**src/rtl/cu_wb_arbiter.sv**
```systemverilog
// Register-file write-back arbiter: four source FIFOs, bc strict priority,
// round-robin among ALU/MUL/SHF, stall, overflow and RAW hazard flags.
module cu_wb_arbiter #(
  parameter int RF_DATASIZE   = 40,
  parameter int ADDRESS_WIDTH = 4,
  parameter int FIFO_DEPTH    = 4
) (
  input  logic                     clk_exe,
  input  logic                     reset,
  input  logic                     alu_wb_req,
  input  logic [ADDRESS_WIDTH-1:0] alu_wb_add,
  input  logic [RF_DATASIZE-1:0]   alu_wb_dt,
  input  logic                     mul_wb_req,
  input  logic [ADDRESS_WIDTH-1:0] mul_wb_add,
  input  logic [RF_DATASIZE-1:0]   mul_wb_dt,
  input  logic                     shf_wb_req,
  input  logic [ADDRESS_WIDTH-1:0] shf_wb_add,
  input  logic [RF_DATASIZE-1:0]   shf_wb_dt,
  input  logic                     bc_wb_req,
  input  logic [ADDRESS_WIDTH-1:0] bc_wb_add,
  input  logic [RF_DATASIZE-1:0]   bc_wb_dt,
  input  logic [ADDRESS_WIDTH-1:0] ps_xb_raddx,
  input  logic [ADDRESS_WIDTH-1:0] ps_xb_raddy,
  output logic                     wb_rf_w_en,
  output logic [ADDRESS_WIDTH-1:0] wb_rf_add,
  output logic [RF_DATASIZE-1:0]   wb_rf_dt,
  output logic                     wb_ps_stall,
  output logic                     wb_ps_raw,
  output logic                     wb_ps_ovf
);

  localparam int NS = 4;
  localparam int PW = (FIFO_DEPTH > 1) ? $clog2(FIFO_DEPTH) : 1;
  localparam int EW = ADDRESS_WIDTH + RF_DATASIZE;
  localparam logic [PW:0] FULL_C = (PW+1)'(FIFO_DEPTH);
  localparam logic [PW:0] HI_C   = (PW+1)'(FIFO_DEPTH - 1);
  localparam logic [1:0]  BC     = 2'd3;

  logic [NS-1:0] req;
  logic [EW-1:0] din  [NS];
  logic [EW-1:0] head [NS];
  logic [EW-1:0] mem  [NS][FIFO_DEPTH];
  logic [PW-1:0] rd_ptr [NS];
  logic [PW-1:0] wr_ptr [NS];
  logic [PW:0]   cnt    [NS];

  logic [NS-1:0] nempty, pop, push_ok, drop, hi;
  logic [1:0]    last, c0, c1, c2;
  logic          gnt_v;
  logic [1:0]    gnt_idx;

  assign req     = {bc_wb_req, shf_wb_req, mul_wb_req, alu_wb_req};
  assign din[0]  = {alu_wb_add, alu_wb_dt};
  assign din[1]  = {mul_wb_add, mul_wb_dt};
  assign din[2]  = {shf_wb_add, shf_wb_dt};
  assign din[3]  = {bc_wb_add, bc_wb_dt};

  function automatic logic [1:0] rr_next(input logic [1:0] v);
    return (v >= 2'd2) ? 2'd0 : v + 2'd1;
  endfunction

  assign c0 = rr_next(last);
  assign c1 = rr_next(c0);
  assign c2 = rr_next(c1);

  always_comb begin
    gnt_v   = 1'b0;
    gnt_idx = BC;
    if (nempty[BC]) begin
      gnt_v   = 1'b1;
      gnt_idx = BC;
    end else if (nempty[c0]) begin
      gnt_v   = 1'b1;
      gnt_idx = c0;
    end else if (nempty[c1]) begin
      gnt_v   = 1'b1;
      gnt_idx = c1;
    end else if (nempty[c2]) begin
      gnt_v   = 1'b1;
      gnt_idx = c2;
    end
  end

  // a full FIFO still accepts a push when its head leaves on the same edge
  always_comb begin
    for (int i = 0; i < NS; i++) begin
      head[i]    = mem[i][rd_ptr[i]];
      nempty[i]  = (cnt[i] != '0);
      hi[i]      = (cnt[i] >= HI_C);
      pop[i]     = gnt_v && (gnt_idx == 2'(i));
      push_ok[i] = req[i] && ((cnt[i] < FULL_C) || pop[i]);
      drop[i]    = req[i] && !push_ok[i];
    end
  end

  always_ff @(posedge clk_exe) begin
    for (int i = 0; i < NS; i++) begin
      if (push_ok[i]) mem[i][wr_ptr[i]] <= din[i];
    end
  end

  always_ff @(posedge clk_exe) begin
    if (reset) begin
      for (int i = 0; i < NS; i++) begin
        rd_ptr[i] <= '0;
        wr_ptr[i] <= '0;
        cnt[i]    <= '0;
      end
    end else begin
      for (int i = 0; i < NS; i++) begin
        if (push_ok[i]) wr_ptr[i] <= wr_ptr[i] + 1'b1;
        if (pop[i])     rd_ptr[i] <= rd_ptr[i] + 1'b1;
        cnt[i] <= cnt[i] + (PW+1)'(push_ok[i]) - (PW+1)'(pop[i]);
      end
    end
  end

  always_ff @(posedge clk_exe) begin
    if (reset) begin
      wb_rf_w_en  <= 1'b0;
      wb_rf_add   <= '0;
      wb_rf_dt    <= '0;
      wb_ps_stall <= 1'b0;
      wb_ps_ovf   <= 1'b0;
      last        <= 2'd2;
    end else begin
      wb_rf_w_en  <= gnt_v;
      wb_ps_stall <= |hi;
      if (gnt_v) {wb_rf_add, wb_rf_dt} <= head[gnt_idx];
      if (gnt_v && gnt_idx != BC) last <= gnt_idx;
      if (|drop) wb_ps_ovf <= 1'b1;
    end
  end

  // slot j is live when its distance from the read pointer is below count
  always_comb begin
    logic [PW-1:0]            off;
    logic [ADDRESS_WIDTH-1:0] a;
    off = '0;
    a   = '0;
    wb_ps_raw = wb_rf_w_en &&
                (wb_rf_add == ps_xb_raddx || wb_rf_add == ps_xb_raddy);
    for (int i = 0; i < NS; i++) begin
      for (int j = 0; j < FIFO_DEPTH; j++) begin
        off = PW'(j) - rd_ptr[i];
        a   = mem[i][j][EW-1 -: ADDRESS_WIDTH];
        if ({1'b0, off} < cnt[i] &&
            (a == ps_xb_raddx || a == ps_xb_raddy))
          wb_ps_raw = 1'b1;
      end
    end
  end

endmodule
```
**config.mk**
```make
export PLATFORM = sky130hd
export DESIGN_NAME = cu_wb_arbiter
export DESIGN_NICKNAME = d
export VERILOG_FILES = /design/src/rtl/cu_wb_arbiter.sv
export SDC_FILE = /design/constraint.sdc
export NUM_CORES = 1
export LEC_CHECK = 0
export ABC_AREA = 1
export CAP_MARGIN = 20
export CORE_ASPECT_RATIO = 1.1
export CORE_MARGIN = 2
export CORE_UTILIZATION = 59
export DETAILED_ROUTE_END_ITERATION = 12
export PLACE_DENSITY = 0.91
export SLEW_MARGIN = 10
export SYNTH_ARGS = -nofsm -noshare
export SYNTH_HDL_FRONTEND = slang
export SYNTH_SLANG_ARGS = --single-unit
```
**constraint.sdc**
```tcl
create_clock -name clk_exe -period 4.42 [get_ports clk_exe]
set_input_delay 0.884 -clock clk_exe [delete_from_list [all_inputs] [get_ports clk_exe]]
set_output_delay 0.884 -clock clk_exe [all_outputs]
set_load 0.01 [all_outputs]
```
==> run summary <==
Outcome - completed
Tcrit/Tclk final - 93.68%
Post-Syn Instances - 2,537
Critical path type - in2out
Synth Area in XOR/XNOR - 3.439%
Final TNS setup - 0 ps
# H-tree levels - 3
CTS resizes - 0
GP Congestion - 0.9383
Number of enable flip-flop cells after synthesis - 720
Total grt overflow - 0
Detailed-router iteration count before antenna repair - 7
Maximum fanout along the worst path - 6
Worst hold start - last[0]
Post-synth ARST share - 0%
Worst r2r path cells - 12
Layout Nets - 3,003
Die W - 227.3 µm
RSZ-0062 raised after global routing - no
Mapped Area - 32,350 µm²
First-pass GRT wire length - 137,600 µm
Worst Path Arrival - 3260 ps
Register area share after synthesis - 70.61%
Hold Path Class - reg2reg
Delay-heaviest family, CP - buffers and inverters
Reg2reg setup slack - 780 ps
Number of standard cells in the layout, taps in and fillers out - 3,565
DRC viols - 0
CTS Hold Bufs - 0
Synth Register Bits - 781
Dpl cells - 3,425
P&R area growth vs syn - 18.13%
Worst-margin pin slew - 944.5 ps
Max-Cap Viols - 0
RR Endpoint - mem[1][140]
Hold path depth - 2
Root buffer cell - clkbuf_16
VDD IR max - 0.0007085 V
Distinct cells, synth - 48
Post-synthesis mux area share - 0%
Period minus WS final - 4140 ps
Clk_skew - 25.35 ps
Core region area - 54,500 µm²
Largest net degree at the start of global routing - 86
Vias in the first global route - 22,290
Number of I/O port buffers - 237
FP Rows - 90
Drt total wl - 93,720 µm
Rel. slew slack - 37.03%
Routed vias/inst - 6.380
Crit path depth - 10
DRT iter0 DRCs - 3,469
Yosys warnings - 0
CTS tree - built
WL/cell - 26.29 µm
Finish-stage setup viols - 0
Mapped Nets - 2,775
Fmax - 0.2415 GHz
Share of cells above drive strength 1 - 8.035%
CP max stage delay - 740 ps
Worst skew pair latency - 630 ps
Detail Placement HPWL - 61,790 µm
Lkg Pwr - 13.56 nW
Power, Total - 24.88 mW
Final hold vios - 0
Largest family of logic cells by synthesized area - simple AND/OR/NAND/NOR gates
Clk slew on worst S/H paths - 60 ps
Post-Synth Adder-Cell Area - 1.949%
CTS max path bufs - 3
Hold Crit Endpoint - last[0]
Worst EP required - 3540 ps
Inserted Clock Buffers - 74
Slew Limit Fails - 0
Slowest-stage cell, CP - clkdlybuf4s50_1
Crit path cell chain - clkdlybuf4s50_1 > inv_1 > nand2_1 > nand4_1 > o31ai_1 > o21ai_0 > nand4_1 > nor2_1 > nand2_1 > clkdlybuf4s50_1
Die area - 56,720 µm²
Vias - 22,744
Top_reg_cell synth - edfxtp_1
# IOs - 238
Initial antenna violation count - 7
RR Startpoint - cnt[0][7]
Initial core utilization - 59.35%
Simple-Gate Fraction of Synth Area - 13.92%
Bufs and invs on worst path - 3
Antenna-violating nets left - 0
Mapped Avg Cell Area - 12.75 µm²
Compound-Gate Fraction of Synth Area - 6.846%
Worst setup EP type - output port
Post-CTS setup buffer count - 0
Die Y - 249.6 µm
Sink Count - 781
Setup crit start kind - input port
GR Util All Layers - 33.07%
Pwr Density - 651.0 nW/µm²
## cell families (layout without fill, tap and decap cells)
kind of cell	Yosys count	after routing
AOI/OAI and AO/OA	310	310
xor gates and xnor gates	127	127
adders and majority gates	48	48
buffers and inverters	256	544
DFF	781	781
other	0	4
and+or+nand+nor	1015	1015
## worst reg2reg max path, delay by kind of cell (launching register included)
kind	cells	cell delay [ps]
flops	1	360
simple gates	9	2050
compound gates	1	350
buf+inv	2	540
## flip-flops by register name, summed over array words and instances, names as in the netlist
name,cells
mem,704
wb_rf_dt,40
cnt,12
rd_ptr,8
wr_ptr,8
wb_rf_add,4
last,2
wb_ps_ovf,1
wb_ps_stall,1
wb_rf_w_en,1
## worst max-delay path by stage
stage / slack (ps) / to / start
after floorplan: 650 / mem[1][0] / cnt[0][4]
after global placement: 330 / wb_ps_raw / ps_xb_raddy[3]
after detailed placement: 330 / wb_ps_raw / ps_xb_raddy[3]
after CTS: 310 / wb_ps_raw / ps_xb_raddy[3]
after global routing: 140 / wb_ps_raw / rd_ptr[0][7]
final: 280 / wb_ps_raw / ps_xb_raddy[3]
## cell type report
| class | count | area, µm² |
|---|---|---|
| antenna | 4 | 10.01 |
| clock buffer | 97 | 2072 |
| clock inverter | 39 | 345.3 |
| fill | 3397 | 16290 |
| inverter | 116 | 437.9 |
| multi-input combinational | 1500 | 8588 |
| sequential | 781 | 22840 |
| tap | 736 | 920.9 |
| timing repair buffer | 292 | 2998 |
## Yosys cell counts (all sizes together), types with 2 or more instances
master / number / share of area, %
nand3: 374 / 5.8
fa: 4 / 0.25
dfxtp: 61 / 3.8
a21oi: 19 / 0.33
o211ai: 4 / 0.093
clkbuf: 96 / 1.1
o221ai: 2 / 0.054
o31ai: 7 / 0.16
a22o: 9 / 0.24
edfxtp: 720 / 67
nor2: 98 / 1.3
a221oi: 12 / 0.32
inv: 115 / 1.3
xor2: 31 / 0.84
or2: 3 / 0.058
nor3: 10 / 0.15
nand2: 495 / 5.9
o22ai: 6 / 0.12
and3: 2 / 0.039
nand4: 32 / 0.62
a22oi: 199 / 4.6
buf: 44 / 0.77
ha: 44 / 1.7
o21ai: 47 / 0.77
xnor2: 96 / 2.6
## per-stage QoR
step	area [µm²]	utilization, %	hold slack (ps)	worst slack [ps]
final	38210	70.11	493.2	279.5
after floorplan	32350	-	459.0	645.2
after CTS	38200	70.10	492.0	312.9
after global routing	38210	70.11	528.2	137.2
after detailed placement	35790	65.66	478.8	327.0
after global placement	35790	65.66	479.2	328.1
## metal layers
metal / vias up / routed length, µm / part of all wire (%) / GRT usage, %
met3: 276 / 10270 / 11 / 6.181
met5: - / 37 / 0.039 / 0
met1: 11041 / 32650 / 35 / 42.89
li1: 9696 / - / - / -
met4: 6 / 5824 / 6.2 / 18.97
met2: 1725 / 44930 / 48 / 52.52
## power breakdown
group	internal [mW]	switching (mW)	total, mW
sequential	9.03	0.514	9.54
combinational	2.59	6.43	9.02
clock	3.61	2.70	6.32
## placed cells by master (no fill, tap or decap), drive strengths merged, types with 5 or more instances in the layout
master / synthesis / layout
edfxtp: 720 / 720
nand2: 495 / 495
nand3: 374 / 374
clkdlybuf4s50: 0 / 237
a22oi: 199 / 199
inv: 115 / 118
nor2: 98 / 98
clkbuf: 96 / 97
xnor2: 96 / 96
dfxtp: 61 / 61
buf: 44 / 55
o21ai: 47 / 47
ha: 44 / 44
nand4: 32 / 32
xor2: 31 / 31
clkinv: 1 / 28
a21oi: 19 / 19
a221oi: 12 / 12
nor3: 10 / 10
a22o: 9 / 9
o31ai: 7 / 7
o22ai: 6 / 6
bufinv: 0 / 5
(Power assumes the default switching activity.)
